<file path="config.mk">
export PLATFORM = sky130hd
export DESIGN_NAME = card_lock_ctrl
export DESIGN_NICKNAME = d
export VERILOG_FILES = /design/src/rtl/card_lock_ctrl.sv
export SDC_FILE = /design/constraint.sdc
export NUM_CORES = 1
export LEC_CHECK = 0
export CORE_ASPECT_RATIO = 1.4
export CORE_UTILIZATION = 60
export DETAILED_ROUTE_END_ITERATION = 8
export PLACE_DENSITY = 0.79
export SLEW_MARGIN = 20
export SYNTH_ARGS = -nofsm -noshare
export SYNTH_HDL_FRONTEND = slang
export SYNTH_SLANG_ARGS = --single-unit
</file>
<file path="constraint.sdc">
create_clock -name i_clk -period 6.39 [get_ports i_clk]
set_input_delay 1.5975 -clock i_clk [delete_from_list [all_inputs] [get_ports i_clk]]
set_output_delay 1.5975 -clock i_clk [all_outputs]
set_load 0.02 [all_outputs]
</file>
<file path="src/rtl/card_lock_ctrl.sv">
// Card-reader door lock: synchronised push buttons, programmable card table, timed unlock
// pulse and timed lockout after too many consecutive denials.
module card_lock_ctrl #(
   parameter int unsigned CARD_W          = 16,
   parameter int unsigned NUM_CARDS       = 4,
   parameter int unsigned UNLOCK_CYCLES   = 100000000,
   parameter int unsigned MAX_FAILS       = 3,
   parameter int unsigned LOCKOUT_CYCLES  = 500000000,
   localparam int unsigned IDX_W          = (NUM_CARDS > 1) ? $clog2(NUM_CARDS) : 1,
   localparam int unsigned FAIL_W         = $clog2(MAX_FAILS + 1)
) (
   input  logic              i_clk,
   input  logic              i_rst,
   input  logic              i_key_clr,
   input  logic              i_key_set,
   input  logic [CARD_W-1:0] i_card_sw,
   input  logic              i_prog_we,
   input  logic [IDX_W-1:0]  i_prog_idx,
   output logic              o_card_read,
   output logic              o_door_open,
   output logic              o_denied,
   output logic              o_locked_out,
   output logic [FAIL_W-1:0] o_fail_cnt,
   output logic [IDX_W-1:0]  o_match_idx
);

   localparam int unsigned MAX_CYC = (UNLOCK_CYCLES > LOCKOUT_CYCLES) ? UNLOCK_CYCLES
                                                                      : LOCKOUT_CYCLES;
   localparam int unsigned CNT_W   = $clog2(MAX_CYC + 1);

   localparam logic [CNT_W-1:0]  UNLOCK_LOAD  = CNT_W'(UNLOCK_CYCLES - 1);
   localparam logic [CNT_W-1:0]  LOCKOUT_LOAD = CNT_W'(LOCKOUT_CYCLES - 1);
   localparam logic [FAIL_W-1:0] FAIL_LAST    = FAIL_W'(MAX_FAILS - 1);
   localparam logic [FAIL_W-1:0] FAIL_MAX     = FAIL_W'(MAX_FAILS);

   typedef enum logic [1:0] {StIdle, StCheck, StUnlock, StLockout} state_e;

   state_e              r_state;
   logic                r_card_read;
   logic                r_door_open;
   logic                r_denied;
   logic                r_locked_out;
   logic [FAIL_W-1:0]   r_fail_cnt;
   logic [IDX_W-1:0]    r_match_idx;
   logic [CNT_W-1:0]    r_cnt;
   logic [NUM_CARDS-1:0] r_valid;
   logic [CARD_W-1:0]   r_card_reg;
   logic [CARD_W-1:0]   r_table [NUM_CARDS];

   logic r_set_s1, r_set_s2, r_set_h;
   logic r_clr_s1, r_clr_s2, r_clr_h;

   logic             w_set_press;
   logic             w_clr_press;
   logic             w_idx_ok;
   logic             w_wr_en;
   logic             w_hit;
   logic [IDX_W-1:0] w_hit_idx;

   // Two-flop synchronisers plus a history flop; buttons idle high
   always_ff @(posedge i_clk or posedge i_rst) begin
      if (i_rst) begin
         r_set_s1 <= 1'b1;
         r_set_s2 <= 1'b1;
         r_set_h  <= 1'b1;
         r_clr_s1 <= 1'b1;
         r_clr_s2 <= 1'b1;
         r_clr_h  <= 1'b1;
      end else begin
         r_set_s1 <= i_key_set;
         r_set_s2 <= r_set_s1;
         r_set_h  <= r_set_s2;
         r_clr_s1 <= i_key_clr;
         r_clr_s2 <= r_clr_s1;
         r_clr_h  <= r_clr_s2;
      end
   end

   assign w_set_press = r_set_h & ~r_set_s2;
   assign w_clr_press = r_clr_h & ~r_clr_s2;

   assign w_idx_ok = (32'(i_prog_idx) < NUM_CARDS);
   assign w_wr_en  = (r_state == StIdle) && i_prog_we && w_idx_ok;

   always_ff @(posedge i_clk) begin
      if (w_wr_en) begin
         r_table[i_prog_idx] <= i_card_sw;
      end
   end

   // Scan from the top down so the lowest matching slot is the one that sticks
   always_comb begin
      w_hit     = 1'b0;
      w_hit_idx = '0;
      for (int i = int'(NUM_CARDS) - 1; i >= 0; i--) begin
         if (r_valid[i] && (r_table[i] == r_card_reg)) begin
            w_hit     = 1'b1;
            w_hit_idx = IDX_W'(i);
         end
      end
   end

   always_ff @(posedge i_clk or posedge i_rst) begin
      if (i_rst) begin
         r_state      <= StIdle;
         r_card_read  <= 1'b0;
         r_door_open  <= 1'b0;
         r_denied     <= 1'b0;
         r_locked_out <= 1'b0;
         r_fail_cnt   <= '0;
         r_match_idx  <= '0;
         r_cnt        <= '0;
         r_valid      <= '0;
         r_card_reg   <= '0;
      end else begin
         r_denied <= 1'b0;
         case (r_state)
            StIdle: begin
               // A table write swallows any coincident card read
               if (i_prog_we) begin
                  if (w_wr_en) begin
                     r_valid[i_prog_idx] <= 1'b1;
                  end
               end else if (w_set_press && !w_clr_press) begin
                  r_card_reg  <= i_card_sw;
                  r_card_read <= 1'b1;
                  r_state     <= StCheck;
               end
            end
            StCheck: begin
               if (w_clr_press) begin
                  r_card_read <= 1'b0;
                  r_state     <= StIdle;
               end else if (w_hit) begin
                  r_match_idx <= w_hit_idx;
                  r_fail_cnt  <= '0;
                  r_door_open <= 1'b1;
                  r_cnt       <= UNLOCK_LOAD;
                  r_state     <= StUnlock;
               end else if (r_fail_cnt >= FAIL_LAST) begin
                  r_fail_cnt   <= FAIL_MAX;
                  r_denied     <= 1'b1;
                  r_card_read  <= 1'b0;
                  r_locked_out <= 1'b1;
                  r_cnt        <= LOCKOUT_LOAD;
                  r_state      <= StLockout;
               end else begin
                  r_fail_cnt  <= r_fail_cnt + 1'b1;
                  r_denied    <= 1'b1;
                  r_card_read <= 1'b0;
                  r_state     <= StIdle;
               end
            end
            StUnlock: begin
               if (w_clr_press || (r_cnt == '0)) begin
                  r_door_open <= 1'b0;
                  r_card_read <= 1'b0;
                  r_cnt       <= '0;
                  r_state     <= StIdle;
               end else begin
                  r_cnt <= r_cnt - 1'b1;
               end
            end
            StLockout: begin
               if (r_cnt == '0) begin
                  r_locked_out <= 1'b0;
                  r_fail_cnt   <= '0;
                  r_state      <= StIdle;
               end else begin
                  r_cnt <= r_cnt - 1'b1;
               end
            end
            default: r_state <= StIdle;
         endcase
      end
   end

   assign o_card_read  = r_card_read;
   assign o_door_open  = r_door_open;
   assign o_denied     = r_denied;
   assign o_locked_out = r_locked_out;
   assign o_fail_cnt   = r_fail_cnt;
   assign o_match_idx  = r_match_idx;

endmodule
</file>
==> metrics <==
antenna diode count=0; CP top delay family=simple AND/OR/NAND/NOR gates; R2R Setup Slk=2.48 ns; pin count of the biggest net entering global routing=66; Post-CTS Setup Repair Bufs=0; DIE HEIGHT=125 microns; CTS sink cnt=129; max reg flops=64; Ports=31; outcome=complete, but fails checks; initial drt markers=306; setup tns final=0 ns; max-cap viol count=0; WL per Instance=21.5 microns; ANT nets after route=0; # hold bufs at CTS=0; Final nets=631; fin crit share=61.2%; HP Class=reg -> reg; WP data required=6.69 ns; Worst VDD drop=292 uV; Primary FF master, synth=edfxtp_1; H-tree levels=4; Fin. Hold Viols=0; Worst setup SP type=register; CTS clk-pin slew, worst paths=0.06 ns; Buffers on Ports=30; Mapped Cells=584; CTS Buf Count=17; P per Cell Area=487 nW/um^2; crit-path max cell delay=0.92 ns; Seq/Total Area, Yosys=55.2%; most frequent cells in the layout=64 x edfxtp_1, 59 x dfrtp_1, 52 x xnor2_1; CP endpoint kind=register; crit-path max FO=28; Rel. slew slack=25.4%; CP bufs+invs=0; failing checks=design-rule violations; Total Wirelength=16.2 mm; deepest clock path buffer count=2; Design Area, Final=7390 sq um; Slew Viols, Final=0; synthesized area=6440 sq um; DR pass1 iterations=7; Synth cell types=54; final setup fails=0; gpl congestion=0.926; first-pass GRT wire length=25.4 mm; initial antenna violation count=0; crit path kind=reg -> reg; vias in the first global route=4,867; DRC Markers=1; layout cells sized above 1=13.3%; Tmin final=3.91 ns; routed via count=4,848; CTS tree=built; synth warn=0; Post-synth ARST share=50.4%; Max Clock Freq=256 MHz; core area=10,400 sq um; Initial Util=61.9%; Avg Inst Size Synth=11.0 sq um; leakage power=2.69 nW; total track usage=31.4%; vias per cell=6.44; Worst Tran Pin Value=1.12 ns; num rows=44; PostCTS Resize Cnt=0; critical path arrival=4.21 ns; commonest non-fill, non-tap cell in the layout=edfxtp_1; Placed Area=6800 sq um; total grt overflow=0; RSZ-0062 raised after global routing=false; area grow syn2layout=14.7%; Root Driver=clkbuf_16; HPWL Detailed=10.9 mm; Fillers=727; worst skew pair latency=0.42 ns; Net Count, Synth=613; Worst Skew=0.00765 ns; Die Wd=89.6 microns; Die ar.=11,200 sq um; Worst path slowest cell=o21a_1; Post-synth EDFFs=64; Synth Register Bits=129; worst path cell trace=nor4_1, nand2_1, nor4_1, nor2_1, nand2_1, o21a_1, mux2_2; Non-Filler Instances=753; dpl cells=721
## final cells by class
class / count / area (sq um) / area share (%)
inverters: 28 / 105 / 1.42
flip-flops and latches: 129 / 3560 / 48.1
clock inverters: 14 / 155 / 2.10
repair buffers: 37 / 353 / 4.77
well taps: 138 / 173 / 2.34
clock buffers: 18 / 439 / 5.94
multi-input cells: 389 / 2610 / 35.3
## per-stage QoR
step                power, mW  setup slack [ns]  hold slack (ns)  util (%)
floorplan                2.25              3.00            0.345         -
global placement         2.54              2.72            0.346      65.3
detailed placement       2.59              2.61            0.351      65.3
CTS                      3.58              2.60            0.359      71.0
global route             3.76              2.33            0.360      71.0
finish                   3.60              2.48            0.357      71.0
## layer usage
layer | track usage, % | routed length [microns] | vias to the layer above | part of all wire (%)
li1 | - | - | 2196 | -
met1 | 35.2 | 5970 | 2369 | 37
met2 | 53.1 | 8630 | 221 | 53
met3 | 6.76 | 781 | 62 | 4.8
met4 | 18.5 | 811 | 0 | 5.0
met5 | 0 | 0 | - | 0
## cell usage after synthesis (10+ instances only)
cell type | number | share of area, %
clkbuf_1 | 29 | 1.7
dfrtp_1 | 59 | 23
nand4_1 | 17 | 1.7
nor2_1 | 30 | 1.7
edfxtp_1 | 64 | 30
mux2_2 | 17 | 3.0
nand3_1 | 13 | 1.0
xor2_1 | 12 | 1.6
nand2_1 | 23 | 1.3
a21oi_1 | 34 | 2.6
and4_1 | 10 | 1.4
o21ai_0 | 28 | 2.2
o22ai_1 | 27 | 2.6
a31oi_1 | 12 | 1.2
nor3_1 | 28 | 2.2
inv_1 | 28 | 1.6
xnor2_1 | 52 | 7.1
## power breakdown
group / switching, mW / total, mW / leakage [nW] / internal, mW
Clock: 0.378 / 0.968 / 0.283 / 0.590
Sequential: 0.201 / 1.25 / 1.33 / 1.05
Combinational: 0.839 / 1.38 / 1.07 / 0.537
Total: 1.42 / 3.60 / 2.69 / 2.18
## worst reg2reg max path, delay by kind of cell (launching register included)
| kind | cells | cell delay, ns |
|---|---|---|
| AO/OA/AOI/OAI | 1 | 0.92 |
| flip-flops | 1 | 0.40 |
| multiplexers | 1 | 0.43 |
| AND/OR/NAND/NOR | 5 | 2.05 |
## cell families after synthesis
| group | count (synthesis) | share of synthesized area, % |
|---|---|---|
| AND/OR/NAND/NOR | 174 | 15.1 |
| AO/OA/AOI/OAI | 126 | 12.0 |
| adder cells (fa/ha/maj) | 6 | 1.17 |
| multiplexers | 19 | 3.28 |
| flip-flops | 129 | 55.2 |
| XOR/XNOR | 64 | 8.70 |
| buffers and inverters | 66 | 4.55 |
## path summary, 6_finish.rpt
check | cells after the start | from | endpoint
worst max-delay path | 7 | r_cnt[5] | r_cnt[1]
worst max register to register | 7 | r_cnt[5] | r_cnt[1]
worst min register to register | 0 | r_clr_s1 | r_clr_s2
max in group asynchronous | 3 | i_rst | o_match_idx[1]
worst min-delay path | 0 | r_clr_s1 | r_clr_s2
min in group asynchronous | 3 | i_rst | r_cnt[13]
Power figures use the tool's default switching activity.
==> edit 1 (same flow settings) <==
Make the reset (`i_rst`) synchronous in 2 clocked blocks.
--- a/src/rtl/card_lock_ctrl.sv
+++ b/src/rtl/card_lock_ctrl.sv
@@ -58,7 +58,7 @@
    logic [IDX_W-1:0] w_hit_idx;
 
    // Two-flop synchronisers plus a history flop; buttons idle high
-   always_ff @(posedge i_clk or posedge i_rst) begin
+   always_ff @(posedge i_clk) begin
       if (i_rst) begin
          r_set_s1 <= 1'b1;
          r_set_s2 <= 1'b1;
@@ -100,7 +100,7 @@
       end
    end
 
-   always_ff @(posedge i_clk or posedge i_rst) begin
+   always_ff @(posedge i_clk) begin
       if (i_rst) begin
          r_state      <= StIdle;
          r_card_read  <= 1'b0;
Function: differs if i_rst is asserted again (counterexample within 4 cycles, from zero or initial values and one cycle with i_rst high); with i_rst held inactive, the same outputs for 4 cycles.
==> edit 1 against the original RTL <==
Sequential cell count unchanged. First-iteration DRC count grew 9.2%. Area after synthesis decreased by 2.2%. Routed wire length is 0.54% lower. Count of clock-buffer cells in the layout unchanged. Final cell count up 2.9%. Critical path depth unchanged. Worst setup slack gained 540 ps. Final area fell by 1.7%. Largest cell class unchanged. Highest routed layer unchanged.
Power is not compared: it rests on default switching activity, and its combinational part moved more than twofold at a synthesized area within 25%.
==> edit 1: results (changes against the original RTL) <==
[status]
status=finished clean

[placed_design]
place_congestion=0.995  ; +7.4%
dp_hpwl_microns=10800  ; -0.28%
dpl_cell_area_sq_um=6630  ; -2.4%
dp_worst_setup_slack_ps=2950  ; +343 ps

[route]
routed-wl-met2_microns=8500  ; -1.5%
dr.pass1.iters=5  ; -2
wl_met3_microns=856  ; +9.6%
num_vias=4981  ; +2.7%
routedWlPerCell_microns=20.8  ; -3.4%
drtIter0Drc=334  ; +9.2%
wl_met1_microns=5890  ; -1.4%

[synthesis]
async_flop_share_pct=0  ; -50 points
syn_nets=642  ; +4.7%
ys_seq_area_share_pct=51.2  ; -4.1 points
ys_top_cells_by_count=dfxtp_1 (65), edfxtp_1 (64), nor2_1 (54)
synth_area_leaders=edfxtp_1 (31%), dfxtp_1 (21%), xnor2_1 (4.7%), xor2_1 (4.4%), nor2_1 (3.2%)
post_synth_num_cell_types=62  ; +15%
synth_compound_area_share_pct=13.6  ; +1.6 points
synth_fa_ha_area_share_pct=1.39  ; +0.22 points
synthMuxAreaShare_pct=3.06  ; -0.22 points
yosysTopAreaCell=edfxtp_1

[global_routing]
grt_use_met2_pct=56.5  ; +3.4 points
grt_max_degree=60  ; -9.1%
antenna_found_initial=0  ; unchanged
grt_util_met1_pct=33.7  ; -1.4 points
track_usage_pct=31.9  ; +0.55 points
grt_pass1_wl_microns=25400  ; -0.19%
met3_usage_pct=6.14  ; -0.62 points

[worst_setup_path]
crit_slowest_cell=a221o_1
cp_data_arrival_time_ps=3670  ; -540 ps
max_stage_delay_ps=900  ; -20 ps
critical_path.max_fanout=25  ; -11%

[timing]
finClkSkew_ps=10.7  ; +3.08 ps
worst_pin_slew_ps=1070  ; -43.8 ps

[final_layout]
nets=657  ; +4.1%
layout-drive-gt1-share_pct=9.22  ; -4.1 points
insertedDiodeCount=0  ; unchanged
fillers=745  ; +2.5%

==> edit 1: cell types whose count changed after synthesis, moves of 10 or more <==
cell / before / now
o21ai_0: 28 / 15
mux2i_1: 2 / 17
nor2_1: 30 / 54
dfrtp_1: 59 / 0
o22ai_1: 27 / 4
xnor2_1: 52 / 34
xor2_1: 12 / 32
dfxtp_1: 0 / 65
mux2_2: 17 / 2
inv_1: 28 / 18
==> edit 1: worst max-delay path, delay by kind of cell (launching register included) <==
kind / cells / cell delay [ps]
DFF: 1 / 360
AOI/OAI and AO/OA: 2 / 1060
muxes: 1 / 190
and+or+nand+nor: 4 / 1630
==> edit 1: per-stage QoR <==
stage / power, W / utilization, % / cells
after floorplan: 0.00119 / - / 612
final: 0.00233 / 72.2 / 775
after CTS: 0.00233 / 72.2 / 775
after global routing: 0.00240 / 72.2 / 775
after global placement: 0.00129 / 65.9 / 743
after detailed placement: 0.00130 / 65.9 / 743
==> edit 1: final timing paths <==
| path | start | endpoint | slack (ps) | cells after the start |
|---|---|---|---|---|
| min reg2reg | r_set_s1$_SDFF_PP1_ | r_set_s2$_SDFF_PP1_ | 400 | 1 |
| max reg2reg | r_cnt[8]$_SDFFE_PP0P_ | r_cnt[16]$_SDFFE_PP0P_ | 3020 | 7 |
| max | r_cnt[8]$_SDFFE_PP0P_ | r_cnt[16]$_SDFFE_PP0P_ | 3020 | 7 |
| min | r_set_s1$_SDFF_PP1_ | r_set_s2$_SDFF_PP1_ | 400 | 1 |
==> edit 1: final cells by class <==
class	count	area, sq um	area share [%]
flip-flops and latches	129	3220	44.4
multi-input cells	422	2810	38.7
clock buffers	18	429	5.91
repair buffers	39	363	5.00
clock inverters	14	203	2.79
well taps	135	169	2.33
inverters	18	67.6	0.930
==> edit 2 (same settings) <==
Made on the original files. `MAX_FAILS`: 3 -> 2.
--- a/src/rtl/card_lock_ctrl.sv
+++ b/src/rtl/card_lock_ctrl.sv
@@ -4,7 +4,7 @@
    parameter int unsigned CARD_W          = 16,
    parameter int unsigned NUM_CARDS       = 4,
    parameter int unsigned UNLOCK_CYCLES   = 100000000,
-   parameter int unsigned MAX_FAILS       = 3,
+   parameter int unsigned MAX_FAILS       = 2,
    parameter int unsigned LOCKOUT_CYCLES  = 500000000,
    localparam int unsigned IDX_W          = (NUM_CARDS > 1) ? $clog2(NUM_CARDS) : 1,
    localparam int unsigned FAIL_W         = $clog2(MAX_FAILS + 1)
Check against the original RTL: not equivalent (a bounded check fails within 10 cycles, from zero or initial values and one cycle with i_rst high).
==> edit 2 against the original RTL <==
Sequential cell count is the same. Routed wire length fell by 11%. Utilization increased by 0.72 points. Worst setup slack worse by 140 ps. Power decreased by 10%. Area after synthesis fell by 2.9%. Critical path depth is 1 higher. First-iteration DRC count increased by 14%. Final area decreased by 2.8%. Critical path type unchanged. Largest cell class unchanged.
==> edit 2: results (changes against the original RTL) <==
[synthesis]
ys_seq_area_share_pct=56.8  ; +1.6 points
post_synth_num_cell_types=56  ; +3.7%
postSynthCellCount=542  ; -7.2%
ys_top_cells_by_count=edfxtp_1 (64), dfrtp_1 (59), nor2_1 (38)
synth_edf_count=64  ; unchanged
synth_fa_ha_area_share_pct=1.20  ; +0.034 points
synth_area_leaders=edfxtp_1 (31%), dfrtp_1 (24%), xnor2_1 (4.8%), xor2_1 (4.2%), mux2_2 (3.1%)
syn_nets=571  ; -6.9%
yosysWarnings=0  ; unchanged
synthMuxAreaShare_pct=3.22  ; -0.063 points

[placed_design]
dp_hpwl_microns=9290  ; -15%
placed_cells=672  ; -6.8%
dpl_cell_area_sq_um=6600  ; -2.9%

[global_routing]
track_usage_pct=28.9  ; -2.5 points
grt_pass1_vias=4423  ; -9.1%
antenna_found_initial=0  ; unchanged
grt_pass1_wl_microns=22800  ; -10%

[worst_setup_path]
max_stage_delay_ps=750  ; -170 ps
r2r_slack_ps=2340  ; -140 ps
r2r_cells=8  ; +1
critical_path.max_fanout=29  ; +3.6%
cp_data_arrival_time_ps=4350  ; +140 ps
crit_slowest_cell=nor4_1

[route]
dr.pass1.iters=5  ; -2
drtIter0Drc=348  ; +14%
wl_met1_microns=5450  ; -8.8%
routed_wl_microns=14400  ; -11%
routed-wl-met2_microns=7750  ; -10%

[worst_hold_path]
hold_path_depth=0  ; unchanged

[final_layout]
clock_buffers=19  ; +1
seq_share_pct=49.5  ; +1.4 points
area_share_nonclk_buffers_pct=4.81  ; +0.035 points
n_all_buffers=36  ; -2.7%
nets=585  ; -7.3%
nMultiInputCombCells=359  ; -7.7%
inverters=13  ; -54%
seq_cells=129  ; unchanged
fillers=717  ; -1.4%
layout-drive-gt1-share_pct=14.8  ; +1.4 points

[timing]
whs_ps=355  ; -2.44 ps
finClkSkew_ps=10.8  ; +3.17 ps

[status]
status=finished clean

[pwr]
p_leak_nw=2.65  ; -1.2%
p_clk_share_pct=29.0  ; +2.1 points
seqPwrFrac_pct=38.3  ; +3.5 points
p_seq_w=0.00123
vdd_drop_max_mv=0.272  ; -6.9%

-- edit 2: cell types whose count changed after synthesis, sizes merged, moves of 5 or more --
cell	before	now
o21ai	30	24
and4	10	1
nand3	13	6
a31oi	13	6
o31ai	2	30
inv	28	13
nor3	28	20
o22ai	27	5
a21oi	34	27
xnor2	52	34
nor4	8	14
nor4b	6	1
nor2	30	38
xor2	12	30
-- edit 2: through the flow --
| step | worst slack [ps] | util [%] |
|---|---|---|
| final | 2340 | 71.7 |
| after global routing | 2120 | 71.7 |
| after CTS | 2430 | 71.7 |
| after detailed placement | 2470 | 65.9 |
| after global placement | 2600 | 65.9 |
| after floorplan | 2990 | - |
-- edit 2: metal layers --
| metal | vias to the layer above | GRT usage [%] |
|---|---|---|
| li1 | 2025 | - |
| met5 | - | 0 |
| met4 | 0 | 14.8 |
| met2 | 172 | 50.6 |
| met3 | 38 | 5.58 |
| met1 | 2222 | 33.0 |
